<file path="src/rtl/tdm_scan_mux.sv">
// rtl/tdm_scan_mux.sv - registered N:1 mux with manual select and round-robin auto scan
// Channel i occupies in[i*DATA_W +: DATA_W]; cur_sel leads out by one cycle while scanning.
module tdm_scan_mux #(
  parameter int DATA_W = 1,
  parameter int NUM_CH = 16,
  parameter int SEL_W  = 4,
  parameter int DWELL  = 4
) (
  input  logic                     clk,
  input  logic                     rst_n,
  input  logic                     en,
  input  logic                     mode,
  input  logic [SEL_W-1:0]         sel_in,
  input  logic [NUM_CH-1:0]        ch_mask,
  input  logic [NUM_CH*DATA_W-1:0] in,
  output logic [DATA_W-1:0]        out,
  output logic                     out_valid,
  output logic [SEL_W-1:0]         cur_sel,
  output logic                     frame_done
);

  localparam int CNT_W = (DWELL > 1) ? $clog2(DWELL) : 1;
  localparam logic [CNT_W-1:0] DWELL_LAST = CNT_W'(DWELL - 1);

  typedef enum logic [1:0] {IDLE, MANUAL, SCAN} state_t;

  state_t            state;
  logic [CNT_W-1:0]  dwell_cnt;
  logic [DATA_W-1:0] ch [NUM_CH];

  logic [DATA_W-1:0] sel_data;
  logic [DATA_W-1:0] cur_data;
  logic              sel_ok;
  logic              cur_en;
  logic              any_en;
  logic              wrap;
  logic [SEL_W-1:0]  lowest;
  logic [SEL_W-1:0]  next_sel;

  for (genvar g = 0; g < NUM_CH; g++) begin : g_ch
    assign ch[g] = in[g*DATA_W +: DATA_W];
  end

  assign any_en = |ch_mask;

  // Descending walk so the lowest qualifying index wins; indices >= NUM_CH never match.
  always_comb begin
    sel_data = '0;
    cur_data = '0;
    sel_ok   = 1'b0;
    cur_en   = 1'b0;
    lowest   = '0;
    next_sel = '0;
    wrap     = 1'b1;
    for (int i = NUM_CH - 1; i >= 0; i--) begin
      if (sel_in == SEL_W'(i)) begin
        sel_data = ch[i];
        sel_ok   = 1'b1;
      end
      if (cur_sel == SEL_W'(i)) begin
        cur_data = ch[i];
        cur_en   = ch_mask[i];
      end
      if (ch_mask[i]) begin
        lowest = SEL_W'(i);
        if (SEL_W'(i) > cur_sel) begin
          next_sel = SEL_W'(i);
          wrap     = 1'b0;
        end
      end
    end
    if (wrap) next_sel = lowest;
  end

  always_ff @(posedge clk or negedge rst_n) begin
    if (!rst_n) begin
      state      <= IDLE;
      dwell_cnt  <= '0;
      out        <= '0;
      out_valid  <= 1'b0;
      cur_sel    <= '0;
      frame_done <= 1'b0;
    end else begin
      frame_done <= 1'b0;
      if (!en) begin
        state     <= IDLE;
        out_valid <= 1'b0;
        dwell_cnt <= '0;
      end else begin
        case (state)
          SCAN: begin
            if (!mode) begin
              state     <= MANUAL;
              out_valid <= 1'b0;
              dwell_cnt <= '0;
            end else begin
              out <= cur_data;
              if (!any_en) begin
                out_valid <= 1'b0;
                dwell_cnt <= '0;
              end else if (!cur_en || dwell_cnt == DWELL_LAST) begin
                // a dropped channel is abandoned at once, ending its dwell early
                out_valid  <= cur_en;
                dwell_cnt  <= '0;
                cur_sel    <= next_sel;
                frame_done <= wrap;
              end else begin
                out_valid <= 1'b1;
                dwell_cnt <= dwell_cnt + 1'b1;
              end
            end
          end
          MANUAL: begin
            if (mode) begin
              state     <= SCAN;
              out_valid <= 1'b0;
              dwell_cnt <= '0;
              if (any_en) cur_sel <= lowest;
            end else begin
              cur_sel   <= sel_in;
              out       <= sel_data;
              out_valid <= sel_ok;
            end
          end
          default: begin
            out_valid <= 1'b0;
            dwell_cnt <= '0;
            if (mode) begin
              state <= SCAN;
              if (any_en) cur_sel <= lowest;
            end else begin
              state <= MANUAL;
            end
          end
        endcase
      end
    end
  end

endmodule

</file>
<file path="config.mk">
export PLATFORM = sky130hd
export DESIGN_NAME = tdm_scan_mux
export DESIGN_NICKNAME = d
export VERILOG_FILES = /design/src/rtl/tdm_scan_mux.sv
export SDC_FILE = /design/constraint.sdc
export NUM_CORES = 1
export LEC_CHECK = 0
export CAP_MARGIN = 20
export CORE_MARGIN = 4
export CORE_UTILIZATION = 40
export CTS_BUF_LIST = sky130_fd_sc_hd__clkbuf_2 sky130_fd_sc_hd__clkbuf_4 sky130_fd_sc_hd__clkbuf_8
export DETAILED_ROUTE_END_ITERATION = 8
export PLACE_DENSITY = 0.64
export RECOVER_POWER = 100
export SYNTH_ARGS = -nofsm -noshare
export SYNTH_HDL_FRONTEND = slang
export SYNTH_SLANG_ARGS = --single-unit
export TNS_END_PERCENT = 10
</file>
<file path="constraint.sdc">
create_clock -name clk -period 3.72 [get_ports clk]
set_input_delay 0.558 -clock clk [delete_from_list [all_inputs] [get_ports clk]]
set_output_delay 0.558 -clock clk [all_outputs]
set_load 0.05 [all_outputs]
</file>
==> results of run 1 <==
kinds of logic (layout without fill, tap and decap cells):
family | count (synthesis) | in the layout
buffers and inverters | 32 | 66
and+or+nand+nor | 92 | 92
AOI/OAI and AO/OA | 102 | 102
DFF | 11 | 11
adders and majority gates | 3 | 3
muxes | 13 | 13
stage by stage:
stage               std cells  setup WS [ns]  utilization (%)
finish                    339         0.6535            52.61
global route              339         0.4754            52.61
CTS                       339         0.9699            53.17
detailed placement        335         0.9614            52.08
global placement          335         0.9747            52.08
floorplan                 253          1.454                -
per-layer routing:
metal	GRT usage [%]	up-vias	part of all wire (%)
li1	-	1057	-
met1	27.04	1011	44
met2	30.31	130	45
met3	3.044	8	9.3
met4	3.203	0	1.1
met5	0	-	0
layout make-up:
cell class,count,share of cell area [%]
sequential,11,11.62
clock buffer,4,2.059
tap,52,2.746
timing repair buffer,50,20.54
inverter,12,1.901
multi-input combinational,210,61.14
registers in the layout (all words and copies together), names as in the netlist:
signal	cells
cur_sel	4
dwell_cnt	2
state	2
frame_done	1
out	1
out_valid	1
report_power, final:
group	leakage, nW	switching, mW	internal [mW]
Clock	0.0262	0.0448	0.0825
Sequential	0.148	0.0416	0.131
Combinational	0.676	0.250	0.180
Total	0.851	0.336	0.393
layout by cell type (no fill, tap or decap), types with 4 or more instances in the layout:
master           instances
inv_1                   11
o22ai_1                  4
mux2i_1                  4
dfrtp_1                 11
mux4_2                   5
a21boi_0                 5
o21ai_0                 17
clkdlybuf4s50_1         35
nor2b_1                  5
nor4_1                   5
a21oi_1                 21
a211oi_1                 6
nand3_1                  5
nand2_1                 22
dlygate4sd3_1           11
nor3_1                   8
nand2b_1                 7
nor2_1                  23
how the worst min path moves through the flow:
stage                                     to  slack [ns]  cells after the start
floorplan             cur_sel[0]$_DFFE_PN0P_        0.26                      0
global placement    dwell_cnt[0]$_DFFE_PN0P_        0.56                      1
detailed placement  dwell_cnt[0]$_DFFE_PN0P_        0.56                      1
CTS                 dwell_cnt[0]$_DFFE_PN0P_        0.58                      1
global route            state[0]$_DFFE_PN0P_        0.61                      2
finish              dwell_cnt[0]$_DFFE_PN0P_        0.58                      1
==> metrics.yaml, run 1 <==
outcome:
  status: "complete, no violations"
synth:
  synth_seq_cells: 11
  yosysTopAreaCell: "dfrtp_1"
  synth_top_family_by_area: "compound AO/OA/AOI/OAI gates"
  synthMuxAreaShare_pct: 11.31
  syn-instance-count: 253
  syn_area_um2: 1913
  yosys_warnings: 0
  yosys-top-cells-count: "nor2_1, nand2_1, a21oi_1, o21ai_0"
  synth-main-ff-cell: "dfrtp_1"
  synth_top_cell_area_share_pct: 14.39
  yosys.area_share.simple_pct: 24.33
  yosysMostFrequentCell: "nor2_1"
  postSynthAreaPerCell_um2: 7.562
  yosys.area_share.adder_pct: 1.962
  yosys.area_share.xor_xnor_pct: 0
  synthTopCellsByArea: "dfrtp_1, mux4_2, a21oi_1"
  synth_fp_nets: 296
  synth_compound_area_share_pct: 39.24
  synth_edf_count: 0
  post_synth_num_cell_types: 72
  synthArstFlopShare_pct: 100.0
  seq_area_frac_synth_pct: 14.39
critical_path:
  path_depth: 8
  worstPathArrival_ns: 3.19
  path_cells: "buf_4, nand2b_1, a31oi_1, a211oi_1, a21oi_2, a211oi_1, o21ai_0, a22o_1"
  crit_family: "compound AO/OA/AOI/OAI gates"
  cp-endpoint: "cur_sel[1]$_DFFE_PN0P_"
  slowest_delay_ns: 0.71
  endpoint_kind: "flop"
  cp.required_ns: 3.84
  worst-path-buf-inv: 1
  crit_start: "cur_sel[0]$_DFFE_PN0P_"
  start_kind: "flop"
  r2r-end: "cur_sel[1]$_DFFE_PN0P_"
  cp_common_cell: "a211oi_1"
  r2r-start: "cur_sel[0]$_DFFE_PN0P_"
  critPathKind: "reg -> reg"
  worstPathMaxFanout: 15
  r2r_cells: 8
  rrSetupSlack_ns: 0.65
  cp_slowest_cell: "dfrtp_1"
finish:
  multi_input_area_um2: 1449
  nNetsFinal: 331
  fin_area_um2: 2370
  register_area_um2: 275.3
  diodes: 0
  drive_above_1_share_pct: 8.711
  area_growth_pct: 23.87
  fillers: 439
clocking:
  cts_tree: "done"
  worstSkewPairLatency_ns: 0.24
  post-cts-setup-buffer-count: 0
  post_cts_resized: 0
  cts_buffer_depth: 2
  htreeDepth: 1
  cts.clk_slew.worst_paths_ns: 0.05
  numCtsBuffers: 3
  cts_sinks: 11
  clockRootBuffer: "clkbuf_8"
  hold_buffers: 0
floorplan:
  rows: 24
  fp.coreArea_um2: 4504
  die-height_um: 77.16
  initial_core_util_pct: 42.47
  dieArea_um2: 5953
  die_w_um: 77.16
  ios: 47
timing:
  min_period_ns: 3.067
  tightest_slew_ns: 0.8798
  rsz0062_at_grt: "no"
  max_slew_margin_pct: 41.35
  finalCritPeriodShare_pct: 82.43
  finalHoldViolCount: 0
  tns_ns: 0
  fmax_mhz: 326.1
  slew_violations: 0
  fin_hold_ws_ns: 0.5777
  fin_skew_ns: 0.005375
  finalSetupViolCount: 0
grt:
  grt_pass1_wl_um: 9377
  grt_max_degree: 30
  grt.overflow.total: 0
  grt_usage_pct: 18.94
  grt_pass1_vias: 1938
  antenna_found_initial: 0
route:
  route.vias.total: 2206
  ant_nets: 0
  via_per_inst: 6.507
  wl_per_cell_um: 17.03
  routed_wl_um: 5773
  drc_errors: 0
  drt-initial-drc-count: 215
  first_pass_iters: 5
min_path:
  hp-start: "dwell_cnt[0]$_DFFE_PN0P_"
  min_path_type: "reg -> reg"
placement:
  gp_congestion: 0.8888
  dpl.hpwl_um: 4487
  dpl-instance-area_um2: 2346
  port_buffers: 46
run:
  cap_violations: 0
pwr:
  p_total_mw: 0.7292
  cellPowerDensity_nw_per_um2: 307.7
  power.leakage_nw: 0.8505
  peakVddDrop_uv: 121.8
No activity file was read; power rests on OpenSTA's default activity.
==> run 2: changes to the inputs <==
==> constraint.sdc (replaced) <==
create_clock -name clk -period 2.83 [get_ports clk]
set_input_delay 0.4245 -clock clk [delete_from_list [all_inputs] [get_ports clk]]
set_output_delay 0.4245 -clock clk [all_outputs]
set_load 0.05 [all_outputs]
==> metrics.yaml, run 2 (synthesis results as in run 1) <==
clocking:
  hold_buffers: 0
  cts_buffer_depth: 2
  clockRootBuffer: "clkbuf_8"
  numCtsBuffers: 3
  worstSkewPairLatency_ns: 0.25
  htreeDepth: 1
  post_cts_resized: 0
  post-cts-setup-buffer-count: 0
  cts_tree: "done"
  cts_sinks: 11
  cts.clk_slew.worst_paths_ns: 0.06
grt:
  grt_max_degree: 20
  antenna_found_initial: 0
  grt_pass1_wl_um: 10250
  grt.overflow.total: 0
  grt_usage_pct: 20.50
  grt_pass1_vias: 2158
timing:
  finalCritPeriodShare_pct: 90.60
  fin_hold_ws_ns: 0.5713
  max_slew_margin_pct: 59.05
  min_period_ns: 2.564
  tns_ns: 0
  rsz0062_at_grt: "no"
  fin_skew_ns: 0.01068
  fmax_mhz: 390.0
  finalSetupViolCount: 0
  finalHoldViolCount: 0
  tightest_slew_ns: 0.6142
  slew_violations: 0
floorplan:
  ios: 47
  rows: 24
  fp.coreArea_um2: 4504
  die_w_um: 77.16
  initial_core_util_pct: 42.47
  die-height_um: 77.16
  dieArea_um2: 5953
route:
  via_per_inst: 6.324
  routed_wl_um: 6108
  first_pass_iters: 5
  wl_per_cell_um: 17.35
  drt-initial-drc-count: 217
  route.vias.total: 2226
  ant_nets: 0
  drc_errors: 0
finish:
  layout_common_cells: "clkdlybuf4s50_1, nor2_1, nand2_1, a21oi_1"
  area_growth_pct: 29.63
  largest-register: "cur_sel"
  fin_area_um2: 2480
  layoutNonFillerInstCount: 352
  largest_reg_flops: 4
  drive_above_1_share_pct: 13.00
  diodes: 0
  nNetsFinal: 344
  final_common_cell: "clkdlybuf4s50_1"
  largest_registers: "cur_sel (4), dwell_cnt (2), state (2)"
placement:
  gp_congestion: 0.8874
  port_buffers: 46
  dpl.cell_count: 348
  dpl.hpwl_um: 4852
  dpl-instance-area_um2: 2444
critical_path:
  cp.required_ns: 2.41
  start_kind: "flop"
  worstPathMaxFanout: 19
  critPathKind: "reg -> out"
  worstPathArrival_ns: 2.14
  endpoint_kind: "output pin"
pwr:
  peakVddDrop_uv: 178.7
  power.leakage_nw: 0.9184
  cellPowerDensity_nw_per_um2: 402.9
min_path:
  min_path_type: "reg -> reg"
run:
  cap_violations: 0
outcome:
  status: "complete, no violations"
-- run 2: changes by cell type in the layout (fill, tap and decap cells not counted), sizes merged --
cell / delta
dlygate4sd3: -3
clkdlybuf4s50: +3
buf: +13
-- run 2: area by class of cell --
type	count	area, um2
fillers	438	2024
multi-input cells	210	1461
repair buffers	63	584.3
flip-flops and latches	11	275.3
well taps	52	65.06
clock buffers	4	48.80
inverters	12	45.04
-- run 2: final timing paths --
path | slack (ns) | startpoint | end | depth (start not counted)
max | 0.27 | cur_sel[0]$_DFFE_PN0P_ | cur_sel[0] | 2
min | 0.57 | dwell_cnt[0]$_DFFE_PN0P_ | dwell_cnt[0]$_DFFE_PN0P_ | 1
max reg2reg | 0.33 | cur_sel[0]$_DFFE_PN0P_ | cur_sel[1]$_DFFE_PN0P_ | 7
min reg2reg | 0.57 | dwell_cnt[0]$_DFFE_PN0P_ | dwell_cnt[0]$_DFFE_PN0P_ | 1
max in group asynchronous | 1.87 | rst_n | cur_sel[3]$_DFFE_PN0P_ | 1
min in group asynchronous | 0.60 | rst_n | out_valid$_DFF_PN0_ | 1
-- run 2: report_power, final --
group          total [mW]  internal (mW)  switching (mW)
registers           0.225          0.172          0.0525
clock network       0.175          0.109          0.0659
logic               0.600          0.257           0.342
total               0.999          0.538           0.461
-- run 2: metal layers --
layer,GRT usage [%],share of wire (%)
met1,27.25,44
met2,33.68,46
met3,4.333,8.6
met4,5.160,1.4
met5,0,0
-- run 2: stage by stage --
| step | utilization, % | total power, mW | setup WS [ns] |
|---|---|---|---|
| 6_report | 55.06 | 0.9991 | 0.2661 |
| 4_1_cts | 55.33 | 1.005 | 0.3586 |
| 3_3_place_gp | 54.25 | 0.8284 | 0.3018 |
| 3_5_place_dp | 54.25 | 0.8297 | 0.2126 |
| 5_1_grt | 55.06 | 1.069 | 0.1610 |
| 2_1_floorplan | - | 0.6335 | 0.5644 |
-- run 2: worst max-delay path, stage by stage (launching register included) --
cell           delay (ns)
dfrtp_1              0.73
buf_4                0.28
dlygate4sd3_1        0.88
==> run 3: changes to the inputs <==
--- a/config.mk
+++ b/config.mk
@@ -6,6 +6,7 @@
 export NUM_CORES = 1
 export LEC_CHECK = 0
 export CAP_MARGIN = 20
+export CORE_ASPECT_RATIO = 1.1
 export CORE_MARGIN = 4
 export CORE_UTILIZATION = 40
 export CTS_BUF_LIST = sky130_fd_sc_hd__clkbuf_2 sky130_fd_sc_hd__clkbuf_4 sky130_fd_sc_hd__clkbuf_8
==> metrics.yaml, run 3 (synthesis results as in run 1) <==
route:
  route.vias.total: 2277
  wl_per_cell_um: 17.49
  via_per_inst: 6.450
  first_pass_iters: 4
  routed_wl_um: 6174
  ant_nets: 0
  drc_errors: 0
  drt-initial-drc-count: 204
run:
  cap_violations: 0
outcome:
  status: "complete, no violations"
grt:
  grt_usage_pct: 21.60
  grt_pass1_wl_um: 10220
  grt_max_degree: 26
  antenna_found_initial: 0
  grt_pass1_vias: 2143
  grt.overflow.total: 0
clocking:
  cts_buffer_depth: 2
  cts_tree: "done"
  worstSkewPairLatency_ns: 0.24
  htreeDepth: 1
  hold_buffers: 0
  cts.clk_slew.worst_paths_ns: 0.05
  post_cts_resized: 0
  post-cts-setup-buffer-count: 0
  numCtsBuffers: 3
  cts_sinks: 11
  clockRootBuffer: "clkbuf_8"
timing:
  fmax_mhz: 381.4
  tns_ns: 0
  fin_skew_ns: 0.006900
  rsz0062_at_grt: "no"
  finalHoldViolCount: 0
  finalSetupViolCount: 0
  finalCritPeriodShare_pct: 92.64
  tightest_slew_ns: 0.7798
  max_slew_margin_pct: 48.01
  slew_violations: 0
  min_period_ns: 2.622
finish:
  finish.utilization_pct: 52.96
  drive_above_1_share_pct: 12.79
  nNetsFinal: 341
  largest_reg_flops: 4
  layout_common_cells: "clkdlybuf4s50_1, nor2_1, nand2_1"
  fillers: 449
  largest_registers: "cur_sel (4), dwell_cnt (2), state (2)"
  diodes: 0
  final_common_cell: "clkdlybuf4s50_1"
  area_growth_pct: 28.78
  largest-register: "cur_sel"
pwr:
  cellPowerDensity_nw_per_um2: 403.4
  power.leakage_nw: 0.9045
  peakVddDrop_uv: 198.9
critical_path:
  critPathKind: "reg -> out"
  start_kind: "flop"
  slowest_delay_ns: 0.88
  cp.required_ns: 2.41
  worstPathMaxFanout: 21
  endpoint_kind: "output pin"
  path_cells: "buf_4, dlygate4sd3_1"
  worstPathArrival_ns: 2.20
  cp_slowest_cell: "dlygate4sd3_1"
floorplan:
  dieArea_um2: 5954
  ios: 47
  initial_core_util_pct: 41.12
  fp.coreArea_um2: 4652
  die_w_um: 73.94
  die-height_um: 80.53
  rows: 26
placement:
  port_buffers: 46
  gp_congestion: 0.8832
  dpl.hpwl_um: 4826
min_path:
  min_path_type: "reg -> reg"
[run 3: cell types whose count changed in the layout (fill, tap and decap cells not counted)]
cell,change
buf_4,-3
a211oi_2,+2
a211oi_1,-1
a211oi_4,-1
a21oi_1,-1
a21oi_2,+1
o21ai_0,+1
o21ai_1,-1
[run 3: layout make-up]
| type | count | area [um2] | share of cell area, % |
|---|---|---|---|
| inverter | 12 | 45.04 | 1.828 |
| clock buffer | 4 | 48.80 | 1.981 |
| timing repair buffer | 60 | 561.8 | 22.80 |
| multi-input combinational | 210 | 1463 | 59.37 |
| tap | 56 | 70.07 | 2.844 |
| sequential | 11 | 275.3 | 11.17 |
[run 3: stage by stage]
| step | instances | setup WS (ns) | power [mW] | hold slack (ns) | area [um2] |
|---|---|---|---|---|---|
| 6_report | 353 | 0.2082 | 0.9938 | 0.5696 | 2464 |
| 5_1_grt | 353 | 0.07592 | 1.069 | 0.6081 | 2464 |
| 4_1_cts | 353 | 0.2892 | 1.003 | 0.5606 | 2475 |
| 3_5_place_dp | 349 | 0.3221 | 0.8288 | 0.5592 | 2426 |
| 3_3_place_gp | 349 | 0.3664 | 0.8256 | 0.5653 | 2426 |
| 2_1_floorplan | 253 | 0.5644 | 0.6335 | 0.1289 | 1913 |
[run 3: final timing paths]
path                                          start                       end  slack (ns)  cells past startpoint
hold / removal             dwell_cnt[0]$_DFFE_PN0P_  dwell_cnt[0]$_DFFE_PN0P_        0.57                      1
min in group asynchronous                     rst_n    cur_sel[0]$_DFFE_PN0P_        0.61                      1
hold reg to reg            dwell_cnt[0]$_DFFE_PN0P_  dwell_cnt[0]$_DFFE_PN0P_        0.57                      1
max in group asynchronous                     rst_n      state[0]$_DFFE_PN0P_        1.85                      1
setup / recovery             cur_sel[1]$_DFFE_PN0P_                cur_sel[1]        0.21                      2
setup reg to reg             cur_sel[1]$_DFFE_PN0P_    cur_sel[1]$_DFFE_PN0P_        0.29                      8
[run 3: report_power, final]
group          total (mW)  leakage (nW)  internal, mW  switching, mW
Combinational       0.601         0.730         0.256          0.345
Sequential          0.224         0.148         0.172         0.0514
Clock               0.169        0.0262         0.109         0.0604
Total               0.994         0.904         0.537          0.457
[run 3: routing by layer]
| metal | vias to the layer above | GRT usage (%) | part of all wire (%) | routed length (um) |
|---|---|---|---|---|
| li1 | 1070 | - | - | - |
| met1 | 1077 | 29.03 | 43 | 2626 |
| met2 | 118 | 36.35 | 49 | 3026 |
| met3 | 12 | 3.004 | 7.1 | 437 |
| met4 | 0 | 4.529 | 1.4 | 84 |
| met5 | - | 0 | 0 | 0 |
[run 3: worst max-delay path: cells and delay by family (launching register included)]
family	cells	cell delay, ns
buffers and inverters	2	1.16
flip-flops	1	0.79
